$ cat config.mk
export PLATFORM = sky130hd
export DESIGN_NAME = imm_gen_stage
export DESIGN_NICKNAME = d
export VERILOG_FILES = /design/src/rtl/imm_pkg.sv /design/src/rtl/imm_decode.sv /design/src/rtl/imm_gen_stage.sv
export SDC_FILE = /design/constraint.sdc
export NUM_CORES = 1
export LEC_CHECK = 0
export BUFFER_PORTS_ARGS = -buffer_cell sky130_fd_sc_hd__clkbuf_2
export CAP_MARGIN = 20
export CORE_ASPECT_RATIO = 1.5
export CORE_MARGIN = 5
export CORE_UTILIZATION = 45
export CTS_CLUSTER_DIAMETER = 150
export DETAILED_ROUTE_END_ITERATION = 12
export GPL_TIMING_DRIVEN = 0
export PLACE_DENSITY_LB_ADDON = 0.2
export SLEW_MARGIN = 20
export SYNTH_ARGS = -nofsm -noshare
export SYNTH_HDL_FRONTEND = slang
export SYNTH_SLANG_ARGS = --single-unit
$ cat constraint.sdc
create_clock -name clk -period 3.7 [get_ports clk]
set_input_delay 0.185 -clock clk [delete_from_list [all_inputs] [get_ports clk]]
set_output_delay 0.185 -clock clk [all_outputs]
set_load 0.01 [all_outputs]
$ cat src/rtl/imm_pkg.sv
// Shared types and constants for the immediate-generator stage.
//   imm_sel_e      : immediate format select codes (0-10; 11-15 are illegal)
//   IMM_SEL_W      : width of the format select
//   skid_state_e   : occupancy of the two-entry main/skid buffer
//   xlen_is_legal  : elaboration-time guard on the datapath width
package imm_pkg;

  localparam int unsigned IMM_SEL_W = 4;

  typedef enum logic [IMM_SEL_W-1:0] {
    IMM_NONE  = 4'd0,
    IMM_I     = 4'd1,
    IMM_SHAMT = 4'd2,
    IMM_S     = 4'd3,
    IMM_B     = 4'd4,
    IMM_U     = 4'd5,
    IMM_J     = 4'd6,
    IMM_ZIMM  = 4'd7,
    IMM_CI    = 4'd8,
    IMM_CJ    = 4'd9,
    IMM_CB    = 4'd10
  } imm_sel_e;

  typedef enum logic [1:0] {
    SKID_EMPTY = 2'd0,
    SKID_ONE   = 2'd1,
    SKID_TWO   = 2'd2
  } skid_state_e;

  function automatic bit xlen_is_legal(input int unsigned xlen);
    return (xlen == 32) || (xlen == 64);
  endfunction

endpackage

$ cat src/rtl/imm_decode.sv
// Combinational immediate decoder.
//   inst    : 32-bit instruction word (compressed forms live in [15:0])
//   sel     : immediate format select (imm_sel_e encoding)
//   imm     : sign- or zero-extended immediate, XLEN wide (0 when illegal)
//   illegal : select code not supported by this configuration
module imm_decode
  import imm_pkg::*;
#(
  parameter int unsigned XLEN   = 32,
  parameter bit          RVC_EN = 1'b1
) (
  input  logic [31:0]          inst,
  input  logic [IMM_SEL_W-1:0] sel,
  output logic [XLEN-1:0]      imm,
  output logic                 illegal
);

  // The two opcode-size bits never feed any immediate field.
  logic w_unused_lsb;
  assign w_unused_lsb = ^inst[1:0];

  // A size cast of a $signed operand sign-extends; of an unsigned operand it
  // zero-extends. That gives sext/zext for any XLEN without zero-width
  // replications.
  always_comb begin
    imm     = '0;
    illegal = 1'b0;
    case (sel)
      IMM_NONE:  imm = '0;
      IMM_I:     imm = XLEN'($signed(inst[31:20]));
      IMM_SHAMT: begin
        if (XLEN == 64) imm = XLEN'(inst[25:20]);
        else            imm = XLEN'(inst[24:20]);
      end
      IMM_S:     imm = XLEN'($signed({inst[31:25], inst[11:7]}));
      IMM_B:     imm = XLEN'($signed({inst[31], inst[7], inst[30:25],
                                      inst[11:8], 1'b0}));
      IMM_U:     imm = XLEN'($signed({inst[31:12], 12'b0}));
      IMM_J:     imm = XLEN'($signed({inst[31], inst[19:12], inst[20],
                                      inst[30:21], 1'b0}));
      IMM_ZIMM:  imm = XLEN'(inst[19:15]);
      IMM_CI: begin
        if (RVC_EN) imm = XLEN'($signed({inst[12], inst[6:2]}));
        else        illegal = 1'b1;
      end
      IMM_CJ: begin
        if (RVC_EN) imm = XLEN'($signed({inst[12], inst[8], inst[10:9],
                                         inst[6], inst[7], inst[2],
                                         inst[11], inst[5:3], 1'b0}));
        else        illegal = 1'b1;
      end
      IMM_CB: begin
        if (RVC_EN) imm = XLEN'($signed({inst[12], inst[6:5], inst[2],
                                         inst[11:10], inst[4:3], 1'b0}));
        else        illegal = 1'b1;
      end
      default:   illegal = 1'b1;
    endcase
  end

endmodule

$ cat src/rtl/imm_gen_stage.sv
// Pipelined immediate generator with a two-entry skid buffer.
//   clk, rst_n          : clock (rising edge), asynchronous active-low reset
//   flush               : synchronous flush; empties both entries, drops input
//   in_valid/in_ready   : input handshake (in_ready is a decode of state flops)
//   in_inst/in_sel/in_tag : instruction word, format select, sideband tag
//   out_valid/out_ready : output handshake
//   out_imm/out_tag/out_illegal : decoded immediate, tag, illegal-select flag
module imm_gen_stage
  import imm_pkg::*;
#(
  parameter int unsigned XLEN   = 32,
  parameter int unsigned TAG_W  = 8,
  parameter bit          RVC_EN = 1'b1
) (
  input  logic                 clk,
  input  logic                 rst_n,
  input  logic                 flush,
  input  logic                 in_valid,
  output logic                 in_ready,
  input  logic [31:0]          in_inst,
  input  logic [IMM_SEL_W-1:0] in_sel,
  input  logic [TAG_W-1:0]     in_tag,
  output logic                 out_valid,
  input  logic                 out_ready,
  output logic [XLEN-1:0]      out_imm,
  output logic [TAG_W-1:0]     out_tag,
  output logic                 out_illegal
);

  if (!xlen_is_legal(XLEN)) begin : g_bad_xlen
    $error("imm_gen_stage: XLEN must be 32 or 64");
  end

  skid_state_e r_state;
  skid_state_e w_state_nxt;

  logic [XLEN-1:0]  r_main_imm;
  logic [TAG_W-1:0] r_main_tag;
  logic             r_main_ill;
  logic [XLEN-1:0]  r_skid_imm;
  logic [TAG_W-1:0] r_skid_tag;
  logic             r_skid_ill;

  logic [XLEN-1:0]  w_dec_imm;
  logic             w_dec_ill;
  logic             w_in_xfer;
  logic             w_out_xfer;
  logic             w_load_main_in;
  logic             w_load_main_skid;
  logic             w_load_skid;

  // Decoding happens before the buffer so both entries hold final values.
  imm_decode #(
    .XLEN   (XLEN),
    .RVC_EN (RVC_EN)
  ) u_decode (
    .inst    (in_inst),
    .sel     (in_sel),
    .imm     (w_dec_imm),
    .illegal (w_dec_ill)
  );

  assign in_ready    = (r_state != SKID_TWO);
  assign out_valid   = (r_state != SKID_EMPTY);
  assign out_imm     = r_main_imm;
  assign out_tag     = r_main_tag;
  assign out_illegal = r_main_ill;

  assign w_in_xfer  = in_valid && in_ready;
  assign w_out_xfer = out_valid && out_ready;

  always_comb begin
    w_state_nxt      = r_state;
    w_load_main_in   = 1'b0;
    w_load_main_skid = 1'b0;
    w_load_skid      = 1'b0;
    if (flush) begin
      w_state_nxt = SKID_EMPTY;
    end else begin
      case (r_state)
        SKID_EMPTY: begin
          if (w_in_xfer) begin
            w_state_nxt    = SKID_ONE;
            w_load_main_in = 1'b1;
          end
        end
        SKID_ONE: begin
          if (w_in_xfer && w_out_xfer) begin
            w_load_main_in = 1'b1;
          end else if (w_in_xfer) begin
            w_state_nxt = SKID_TWO;
            w_load_skid = 1'b1;
          end else if (w_out_xfer) begin
            w_state_nxt = SKID_EMPTY;
          end
        end
        SKID_TWO: begin
          if (w_out_xfer) begin
            w_state_nxt      = SKID_ONE;
            w_load_main_skid = 1'b1;
          end
        end
        default: w_state_nxt = SKID_EMPTY;
      endcase
    end
  end

  always_ff @(posedge clk or negedge rst_n) begin
    if (!rst_n) begin
      r_state    <= SKID_EMPTY;
      r_main_imm <= '0;
      r_main_tag <= '0;
      r_main_ill <= 1'b0;
      r_skid_imm <= '0;
      r_skid_tag <= '0;
      r_skid_ill <= 1'b0;
    end else begin
      r_state <= w_state_nxt;
      if (w_load_main_in) begin
        r_main_imm <= w_dec_imm;
        r_main_tag <= in_tag;
        r_main_ill <= w_dec_ill;
      end else if (w_load_main_skid) begin
        r_main_imm <= r_skid_imm;
        r_main_tag <= r_skid_tag;
        r_main_ill <= r_skid_ill;
      end
      if (w_load_skid) begin
        r_skid_imm <= w_dec_imm;
        r_skid_tag <= in_tag;
        r_skid_ill <= w_dec_ill;
      end
    end
  end

endmodule
==> reports/results.tsv, run 1 <==
stage	metric	value	unit
yosys	synth.top_cells.by_area	sky130_fd_sc_hd__dfrtp_1 (49%), sky130_fd_sc_hd__a21oi_1 (8.5%), sky130_fd_sc_hd__nand2_1 (5.8%), sky130_fd_sc_hd__a211oi_1 (5.3%), sky130_fd_sc_hd__nor2b_1 (5.0%)	
critical_path	critPathMaxFanout	10	
placed_design	hpwl	9.102	mm
routing	routed_wire_length_per_instance	18.66	µm
sta	fin_tns_setup	0	ns
yosys	synth_top_area_share	49.05	%
pwr	peakVddDrop	318.0	µV
global_routing	overflow	0	
yosys	syn-instance-count	455	
global_routing	vias_in_the_first_global_route	4010	
cts	clk_latency	0.35	ns
yosys	syn_area	0.004285	mm²
cts	h-tree-depth	3	
layout	layout-drive-gt1-share	26.43	%
yosys	synth.area.mux_share	0.5255	%
pwr	cellLeakagePower	0.002421	µW
sta	finalSetupViolCount	0	
sta	rsz0062_at_grt	no	
cts	holdBufCountCts	1	
layout	finalInstanceArea	0.005211	mm²
sta	max_slew.worst_pin.slew	0.6773	ns
cts	clk_pin_slew_worst_paths	0.06	ns
pwr	post-layout-total-power	2797	µW
floorplanning	core-area	0.009308	mm²
yosys	synth_cell_types	53	
yosys	ys_ff_latch	84	
global_routing	wire_length_of_the_first_global_routing_pass	20.37	mm
yosys	postSynth.asyncResetShare	100.0	%
hold_path	hold_depth	3	
routing	drt.antenna.violating_nets	0	
placed_design	place_area	0.004875	mm²
floorplanning	chipHeight	129.5	µm
yosys	synth_xor_xnor_area_share	0.4088	%
yosys	synth-compound-area-share	26.77	%
critical_path	critical_setup_path_kind	register to register	
hold_path	worst_hold_path_type	input pin to register	
placed_design	numPortBuffers	88	
critical_path	path_cells	and2b_4 -> nor3_4 -> buf_2 -> buf_4 -> a21oi_1	
floorplanning	die_area	0.01161	mm²
cts	cts.path.max_buffers	2	
floorplanning	standard_cell_rows	43	
routing	wl	12.54	mm
critical_path	crit_path_capture_type	register	
sta	final.setup_skew	0.005854	ns
cts	cts_setup_buffers	0	
yosys	synth_enable_flop_cells	0	
global_routing	grt_max_degree	85	
yosys	seq_area_frac_synth	49.05	%
floorplanning	initial_utilization	46.04	%
global_routing	grt_use_met1	28.92	%
global_routing	global_route_track_usage_on_met2	38.32	%
yosys	synthDominantAreaCellType	sky130_fd_sc_hd__dfrtp_1	
routing	routed-via-count	3818	
sta	max_slew_margin	54.84	%
sta	min_period_over_period	49.40	%
yosys	yosysWarnings	0	
yosys	synth_simple_gate_area_share	18.10	%
global_routing	grt-busiest-layer	met2	
placed_design	gp_congestion	0.9177	
layout	antenna_cells	0	
critical_path	critical_path_buf_inv_count	2	
global_routing	grt_antenna_before_repair	0	
sta	layout_min_cycle_time	1.828	ns
sta	max_freq	0.5471	GHz
global_routing	grt_use_total	22.98	%
flow_run	max-cap-violations	0	
critical_path	crit_path_top_delay_cell	sky130_fd_sc_hd__dfrtp_1	
yosys	synth_top_family_by_area	compound AO/OA/AOI/OAI gates	
cts	tritoncts	done	
critical_path	critical_path_depth	5	
critical_path	critical_path_required	3.92	ns
status	run_status	completed	
yosys	syn_avg_cell_area	9.418	µm²
routing	detail_route.vias_per_cell	5.682	
critical_path	start_kind	register	
cts	clock-root-buffer	sky130_fd_sc_hd__clkbuf_16	
yosys	synthAdderAreaFrac	0	%
yosys	postSynthNetCount	504	
cts	numCtsBuffers	9	
floorplanning	fp.dieW	89.68	µm
layout	area.growth.synth_to_final	21.61	%
floorplanning	number_of_ports_placed_on_the_die_boundary	92	
cts	tritoncts_num_sinks	84	
global_routing	grt_use_met3	5.216	%
routing	route.detailed.drc	0	
pwr	power_per_cell_area	536.6	mW/mm²
layout	final_net_count	604	
sta	final-hold-violation-count	0	
routing	drt-pass1-iter-count	4	
yosys	synth_ff_type	sky130_fd_sc_hd__dfrtp_1	
critical_path	cpLargestDelayFamily	buffers and inverters	
routing	starting_drt_drc_count	194	
sta	timing_max_transition_violations_final	0	
cts	post_cts_resize_count	0	
critical_path	critical-path-max-stage-delay	0.45	ns
critical_path	worst_ep_arrival_time	2.05	ns
critical_path	ff2ff_path_depth	5	
power by group:
part | internal [µW] | switching [µW]
Sequential | 1110 | 107
Clock | 614 | 382
Combinational | 261 | 325
Total | 1980 | 814
worst paths after layout:
| kind | slack [ns] | end | from |
|---|---|---|---|
| min in group asynchronous | 0.44 | out_tag[7]$_DFFE_PN0P_ | rst_n |
| max in group asynchronous | 2.78 | r_skid_imm[27]$_DFFE_PN0P_ | rst_n |
| min reg2reg | 0.47 | out_tag[4]$_DFFE_PN0P_ | out_tag[4]$_DFFE_PN0P_ |
| min | 0.05 | r_skid_tag[0]$_DFFE_PN0P_ | in_tag[0] |
| max | 1.87 | out_imm[23]$_DFFE_PN0P_ | r_state[0]$_DFFE_PN0P_ |
| max reg2reg | 1.87 | out_imm[23]$_DFFE_PN0P_ | r_state[0]$_DFFE_PN0P_ |
synthesized netlist by cell type (all sizes together) (3+ instances only):
cell type,instances
a21oi,75
a32o,3
nand4b,3
nand2b,7
a211oi,30
o21ai,33
nand3b,5
buf,32
nor3,3
a21o,10
nor2,15
a22o,10
nand2,67
dfrtp,84
clkbuf,4
a31oi,4
nor2b,34
a221oi,4
state kept, by name (all words and copies together), names as in the netlist:
register / count
out_illegal: 1
r_state: 2
r_skid_ill: 1
out_imm: 32
r_skid_tag: 8
r_skid_imm: 32
out_tag: 8
cells by family (layout without fill, tap and decap cells):
logic type             after synthesis  after routing
AND/OR/NAND/NOR                    147            147
XOR/XNOR                             2              2
AO/OA/AOI/OAI                      182            182
buffers and inverters               38            143
multiplexers                         2              2
flip-flops                          84             84
placed cells by master, fill, tap and decap left out, drive strengths merged, types with 2 or more instances in the layout:
master and instances:
bufinv 2, a21o 10, nand2b 7, nor2 15
a32o 3, a22o 10, nor2b 34, or2b 2
a31oi 4, nor3 3, a221oi 4, dfrtp 84
inv 3, buf 32, nand3b 5, o31ai 2
and2b 2, nand4b 3, nand2 67, mux2 2
a21oi 75, a221o 2, o21a 2, or2 2
o21ai 33, clkbuf 103, a211oi 30
worst register-to-register path, stage by stage (launching register included):
cell and delay [ns]:
sky130_fd_sc_hd__dfrtp_1 0.45, sky130_fd_sc_hd__and2b_4 0.22, sky130_fd_sc_hd__nor3_4 0.33, sky130_fd_sc_hd__buf_2 0.36, sky130_fd_sc_hd__buf_4 0.26, sky130_fd_sc_hd__a21oi_1 0.09
stage by stage:
step / hold WS [ns] / cells / setup WS (ns) / utilization (%)
after floorplan: -0.1106 / 455 / 2.183 / -
after global placement: 0.3974 / 655 / 1.518 / 52.28
after CTS: 0.04520 / 672 / 1.849 / 55.99
final: 0.05039 / 672 / 1.872 / 55.99
after detailed placement: 0.2791 / 655 / 1.864 / 52.37
after global routing: 0.05844 / 672 / 1.759 / 55.99
per-layer routing:
layer | up-vias | part of all wire [%]
met4 | 0 | 2.4
met5 | - | 0
met1 | 1834 | 40
met3 | 24 | 6.6
li1 | 1827 | -
met2 | 133 | 51
cell type report:
cell class	count	area (µm²)
plain buffers	36	212.7
clock buffers	11	242.7
clock inverters	5	83.83
fillers	872	4096
inverters	2	7.507
multi-input cells	333	1963
flip-flops and latches	84	2102
well taps	112	140.1
repair buffers	89	459.2
(Power assumes the default switching activity.)
==> run 2, diff against run 1 <==
==> constraint.sdc (replaced) <==
create_clock -name clk -period 1.7 [get_ports clk]
set_input_delay 0.085 -clock clk [delete_from_list [all_inputs] [get_ports clk]]
set_output_delay 0.085 -clock clk [all_outputs]
set_load 0.01 [all_outputs]
==> reports/results.tsv, run 2 (synthesis results as in run 1) <==
stage	metric	value	unit
sta	timing.hold.ws	0.03622	ns
placed_design	place_area	0.004875	mm²
sta	max_slew.worst_pin.slew	0.6726	ns
floorplanning	number_of_ports_placed_on_the_die_boundary	92	
critical_path	worst_setup_path_startpoint	r_state[1]$_DFFE_PN0P_	
sta	timing_max_transition_violations_final	0	
routing	starting_drt_drc_count	203	
routing	wl	12.63	mm
floorplanning	standard_cell_rows	43	
sta	finalSetupViolCount	0	
pwr	power_per_cell_area	1138	mW/mm²
floorplanning	fp.dieW	89.68	µm
critical_path	ff2ff_path_depth	6	
layout	final_net_count	616	
cts	h-tree-depth	3	
routing	routed-via-count	3871	
global_routing	overflow	0	
sta	final-hold-violation-count	0	
routing	drt.antenna.violating_nets	0	
global_routing	grt_use_total	23.05	%
pwr	peakVddDrop	691.3	µV
critical_path	cpLargestDelayFamily	compound AO/OA/AOI/OAI gates	
sta	max_slew_margin	55.16	%
floorplanning	die_area	0.01161	mm²
layout	layout-drive-gt1-share	26.40	%
cts	clock-root-buffer	sky130_fd_sc_hd__clkbuf_16	
sta	min_period_over_period	96.72	%
critical_path	critical_path_buf_inv_count	1	
critical_path	regToRegEndpoint	out_illegal$_DFFE_PN0P_	
cts	cts.path.max_buffers	2	
sta	rsz0062_at_grt	yes	
critical_path	critPathCapture	out_illegal$_DFFE_PN0P_	
cts	numCtsBuffers	9	
floorplanning	chipHeight	129.5	µm
layout	n_fill_cell	853	
critical_path	timing.rr.start	r_state[1]$_DFFE_PN0P_	
critical_path	critical_path_depth	6	
pwr	post-layout-total-power	6119	µW
hold_path	worst_hold_path_type	input pin to register	
global_routing	grt_antenna_before_repair	0	
critical_path	critical_setup_path_kind	register to register	
layout	area.growth.synth_to_final	25.49	%
global_routing	grt_max_degree	85	
sta	layout_min_cycle_time	1.644	ns
status	run_status	completed	
critical_path	worst_ep_arrival_time	1.87	ns
cts	clk_pin_slew_worst_paths	0.06	ns
critical_path	crit_path_capture_type	register	
critical_path	path_cells	nand2b_4 -> a21oi_4 -> a31oi_1 -> or2_1 -> buf_6 -> a221o_1	
sta	final.setup_skew	0.003957	ns
cts	tritoncts_num_sinks	84	
critical_path	crit_path_top_delay_cell	sky130_fd_sc_hd__dfrtp_1	
layout	finalInstanceArea	0.005378	mm²
global_routing	vias_in_the_first_global_route	4025	
floorplanning	core-area	0.009308	mm²
routing	route.detailed.drc	0	
routing	routed_wire_length_per_instance	18.47	µm
placed_design	numPortBuffers	88	
routing	drt-pass1-iter-count	4	
pwr	cellLeakagePower	0.002485	µW
layout	commonest_non_fill_non_tap_cell_in_the_layout	sky130_fd_sc_hd__clkbuf_2	
floorplanning	initial_utilization	46.04	%
global_routing	wire_length_of_the_first_global_routing_pass	20.42	mm
critical_path	critPathMaxFanout	9	
routing	detail_route.vias_per_cell	5.659	
cts	tritoncts	done	
placed_design	pre_cts_slack	-0.1358	ns
critical_path	critical_path_required	1.93	ns
sta	fin_ws	0.05575	ns
critical_path	start_kind	register	
flow_run	max-cap-violations	0	
placed_design	hpwl	9.102	mm
critical_path	critical-path-max-stage-delay	0.42	ns
sta	max_freq	0.6082	GHz
placed_design	gp_congestion	0.9177	
critical_path	regToRegSetupSlack	0.06	ns
layout	layout_common_cells	sky130_fd_sc_hd__clkbuf_2 (88), sky130_fd_sc_hd__dfrtp_1 (84), sky130_fd_sc_hd__a21oi_1 (73)	
layout	antenna_cells	0	
cts	clk_latency	0.35	ns
## run 2: changes by cell type in the layout (fill, tap and decap cells not counted), sizes merged
| cell | change |
|---|---|
| buf | -3 |
| clkbuf | +5 |
| dlygate4sd3 | +10 |
## run 2: power by group
| part | internal (µW) | total (µW) | switching, µW | leakage [µW] |
|---|---|---|---|---|
| combinational | 590 | 1300 | 714 | 0.00128 |
| sequential | 2410 | 2650 | 236 | 0.00105 |
| clock | 1340 | 2170 | 831 | 0.000158 |
| total | 4340 | 6120 | 1780 | 0.00248 |
## run 2: layout make-up
type	instances	area (µm²)	area share, %
Clock buffer	11	242.7	4.514
Inverter	2	7.507	0.1396
Tap cell	112	140.1	2.606
Sequential cell	84	2102	39.09
Buffer	36	256.5	4.770
Timing Repair Buffer	101	574.3	10.68
Multi-Input combinational cell	333	1971	36.64
Clock inverter	5	83.83	1.559
## run 2: worst min-delay path, delay by kind of cell
kind / cells / cell delay (ns)
buf+inv: 1 / 0.08
compound gates: 2 / 0.17
## run 2: what timing repair did
action,CTS,global route
endpoints found under the hold margin,94,0
hold buffers,11,0
gates cloned,0,0
pin swaps,2,2
setup endpoints to repair,36,36
setup buffers,1,1
resized for setup,1,22
## run 2: per-layer routing
metal / GRT usage [%] / part of all wire, % / up-vias
met5: 0 / 0 / -
met4: 7.888 / 2.4 / 0
met3: 5.153 / 6.5 / 26
met2: 38.36 / 50 / 141
met1: 29.16 / 41 / 1854
li1: - / - / 1850
## run 2: per-stage QoR
stage                     std cells  util [%]  TNS (ns)
final                           684     57.78         0
after global routing            684     57.78  -0.07227
after CTS                       683     57.17         0
after detailed placement        655     52.37    -3.576
after global placement          655     52.28    -33.82
after floorplan                 455         -         0
## run 2: how the worst min path moves through the flow
stage	start	to	slack [ns]	cells after the start
3_3_place_gp	in_tag[3]	r_skid_tag[3]$_DFFE_PN0P_	0.30	3
4_1_cts	in_inst[13]	r_skid_imm[13]$_DFFE_PN0P_	0.03	3
5_1_grt	in_inst[13]	r_skid_imm[13]$_DFFE_PN0P_	0.06	3
6_report	in_inst[13]	r_skid_imm[13]$_DFFE_PN0P_	0.04	3
3_5_place_dp	rst_n	out_illegal$_DFFE_PN0P_	0.18	1
2_1_floorplan	rst_n	out_illegal$_DFFE_PN0P_	-0.21	0
==> run 3, diff against run 2 <==
--- a/config.mk
+++ b/config.mk
@@ -13,6 +13,7 @@
 export CTS_CLUSTER_DIAMETER = 150
 export DETAILED_ROUTE_END_ITERATION = 12
 export GPL_TIMING_DRIVEN = 0
+export HOLD_SLACK_MARGIN = 0.06
 export PLACE_DENSITY_LB_ADDON = 0.2
 export SLEW_MARGIN = 20
 export SYNTH_ARGS = -nofsm -noshare
==> reports/results.tsv, run 3 (synthesis results as in run 1) <==
stage	metric	value	unit
sta	rsz0062_at_grt	yes	
routing	routed-via-count	3904	
pwr	cellLeakagePower	0.002497	µW
layout	layout-drive-gt1-share	26.26	%
sta	final.setup_skew	0.004502	ns
pwr	peakVddDrop	692.5	µV
flow_run	max-cap-violations	0	
global_routing	grt_use_total	23.08	%
placed_design	numPortBuffers	88	
sta	fin_tns_setup	0	ns
layout	commonest_non_fill_non_tap_cell_in_the_layout	sky130_fd_sc_hd__clkbuf_2	
routing	drt-pass1-iter-count	4	
critical_path	cpLargestDelayFamily	compound AO/OA/AOI/OAI gates	
floorplanning	die_area	0.01161	mm²
pwr	power_per_cell_area	1132	mW/mm²
layout	final_net_count	619	
status	run_status	completed	
sta	fin_ws	0.07279	ns
critical_path	start_kind	register	
sta	finalSetupViolCount	0	
routing	routed_wire_length_per_instance	18.42	µm
placed_design	place_area	0.004875	mm²
sta	layout_min_cycle_time	1.627	ns
global_routing	vias_in_the_first_global_route	4024	
critical_path	regToRegSetupSlack	0.07	ns
critical_path	critical_setup_path_kind	register to register	
global_routing	overflow	0	
layout	layout_common_cells	sky130_fd_sc_hd__clkbuf_2 (88), sky130_fd_sc_hd__dfrtp_1 (84), sky130_fd_sc_hd__a21oi_1 (73)	
critical_path	crit_path_top_delay_cell	sky130_fd_sc_hd__dfrtp_1	
cts	numCtsBuffers	9	
global_routing	wire_length_of_the_first_global_routing_pass	20.45	mm
critical_path	worst_ep_arrival_time	1.85	ns
layout	finalInstanceArea	0.005408	mm²
critical_path	crit_path_capture_type	register	
cts	tritoncts_num_sinks	84	
critical_path	regToRegEndpoint	out_illegal$_DFFE_PN0P_	
hold_path	worst_hold_path_type	input pin to register	
critical_path	critPathMaxFanout	9	
critical_path	critical_path_buf_inv_count	1	
cts	tritoncts	done	
critical_path	critical_path_required	1.93	ns
global_routing	grt_antenna_before_repair	0	
sta	max_slew_margin	55.53	%
placed_design	pre_cts_slack	-0.1358	ns
floorplanning	number_of_ports_placed_on_the_die_boundary	92	
critical_path	ff2ff_path_depth	6	
sta	max_freq	0.6145	GHz
floorplanning	chipHeight	129.5	µm
cts	cts.path.max_buffers	2	
sta	timing_max_transition_violations_final	0	
sta	max_slew.worst_pin.slew	0.6671	ns
critical_path	timing.rr.start	r_state[1]$_DFFE_PN0P_	
hold_path	source_of_the_worst_hold_timing_path	in_inst[17]	
routing	wl	12.66	mm
pwr	post-layout-total-power	6124	µW
global_routing	grt_max_degree	85	
placed_design	gp_congestion	0.9177	
routing	route.detailed.drc	0	
hold_path	hold_depth	3	
cts	clk_pin_slew_worst_paths	0.06	ns
routing	drt.antenna.violating_nets	0	
layout	area.growth.synth_to_final	26.19	%
floorplanning	standard_cell_rows	43	
routing	starting_drt_drc_count	197	
hold_path	worstHoldEndpoint	r_skid_imm[17]$_DFFE_PN0P_	
cts	clock-root-buffer	sky130_fd_sc_hd__clkbuf_16	
cts	h-tree-depth	3	
layout	antenna_cells	0	
critical_path	path_cells	nand2b_4 -> a21oi_4 -> a31oi_1 -> or2_1 -> buf_6 -> a221o_1	
placed_design	hpwl	9.102	mm
floorplanning	core-area	0.009308	mm²
routing	detail_route.vias_per_cell	5.683	
floorplanning	initial_utilization	46.04	%
sta	min_period_over_period	95.72	%
cts	clk_latency	0.34	ns
sta	final-hold-violation-count	0	
critical_path	critical-path-max-stage-delay	0.42	ns
floorplanning	fp.dieW	89.68	µm
[run 3: cell count changes in the layout (fill, tap and decap cells not counted)]
cell,change
sky130_fd_sc_hd__dlygate4sd3_1,+3
[run 3: worst register-to-register path, delay by kind of cell (launching register included)]
kind	cells	cell delay, ns
and+or+nand+nor	2	0.44
AOI/OAI and AO/OA	3	0.51
DFF	1	0.42
buffers and inverters	1	0.14
[run 3: where the power goes]
part / total (µW) / internal (µW) / switching (µW)
Sequential: 2650 / 2410 / 236
Combinational: 1310 / 595 / 717
Clock: 2160 / 1340 / 829
Total: 6120 / 4340 / 1780
[run 3: worst max path at each step]
stage | from | endpoint | slack, ns | depth (start not counted)
after floorplan | r_state[1]$_DFFE_PN0P_ | out_illegal$_DFFE_PN0P_ | 0.18 | 6
after global placement | rst_n | r_skid_imm[23]$_DFFE_PN0P_ | -0.38 | 1
after detailed placement | r_state[0]$_DFFE_PN0P_ | out_imm[16]$_DFFE_PN0P_ | -0.14 | 5
after CTS | r_state[0]$_DFFE_PN0P_ | out_imm[13]$_DFFE_PN0P_ | 0.003 | 5
after global routing | out_ready | out_imm[4]$_DFFE_PN0P_ | -0.05 | 8
final | r_state[1]$_DFFE_PN0P_ | out_illegal$_DFFE_PN0P_ | 0.07 | 6
[run 3: cell type report]
| type | instances | area [µm²] |
|---|---|---|
| fillers | 849 | 3900 |
| clock inverters | 5 | 83.83 |
| clock buffers | 11 | 242.7 |
| flip-flops and latches | 84 | 2102 |
| repair buffers | 104 | 604.3 |
| inverters | 2 | 7.507 |
| multi-input cells | 333 | 1971 |
| well taps | 112 | 140.1 |
| plain buffers | 36 | 256.5 |
[run 3: per-stage QoR]
| step | cells | hold WS, ns | utilization, % |
|---|---|---|---|
| floorplan | 455 | -0.2106 | - |
| detailed placement | 655 | 0.1791 | 52.37 |
| finish | 687 | 0.07174 | 58.10 |
| CTS | 686 | 0.06043 | 57.49 |
| global route | 687 | 0.06508 | 58.10 |
| global placement | 655 | 0.2974 | 52.28 |
[run 3: per-layer routing]
layer  share of wire [%]  up-vias  track usage, %
met3                 6.9       24           5.216
met1                  40     1869           29.08
li1                    -     1858               -
met5                   0        -               0
met2                  51      153           38.49
met4                 2.3        0           7.888
[run 3: repair_timing]
action	4_1_cts	5_1_grt
resized for setup	1	22
endpoints found under the setup margin	36	36
setup buffers	1	1
pin swaps	2	2
endpoints found under the hold margin	102	0
hold buffers	14	0
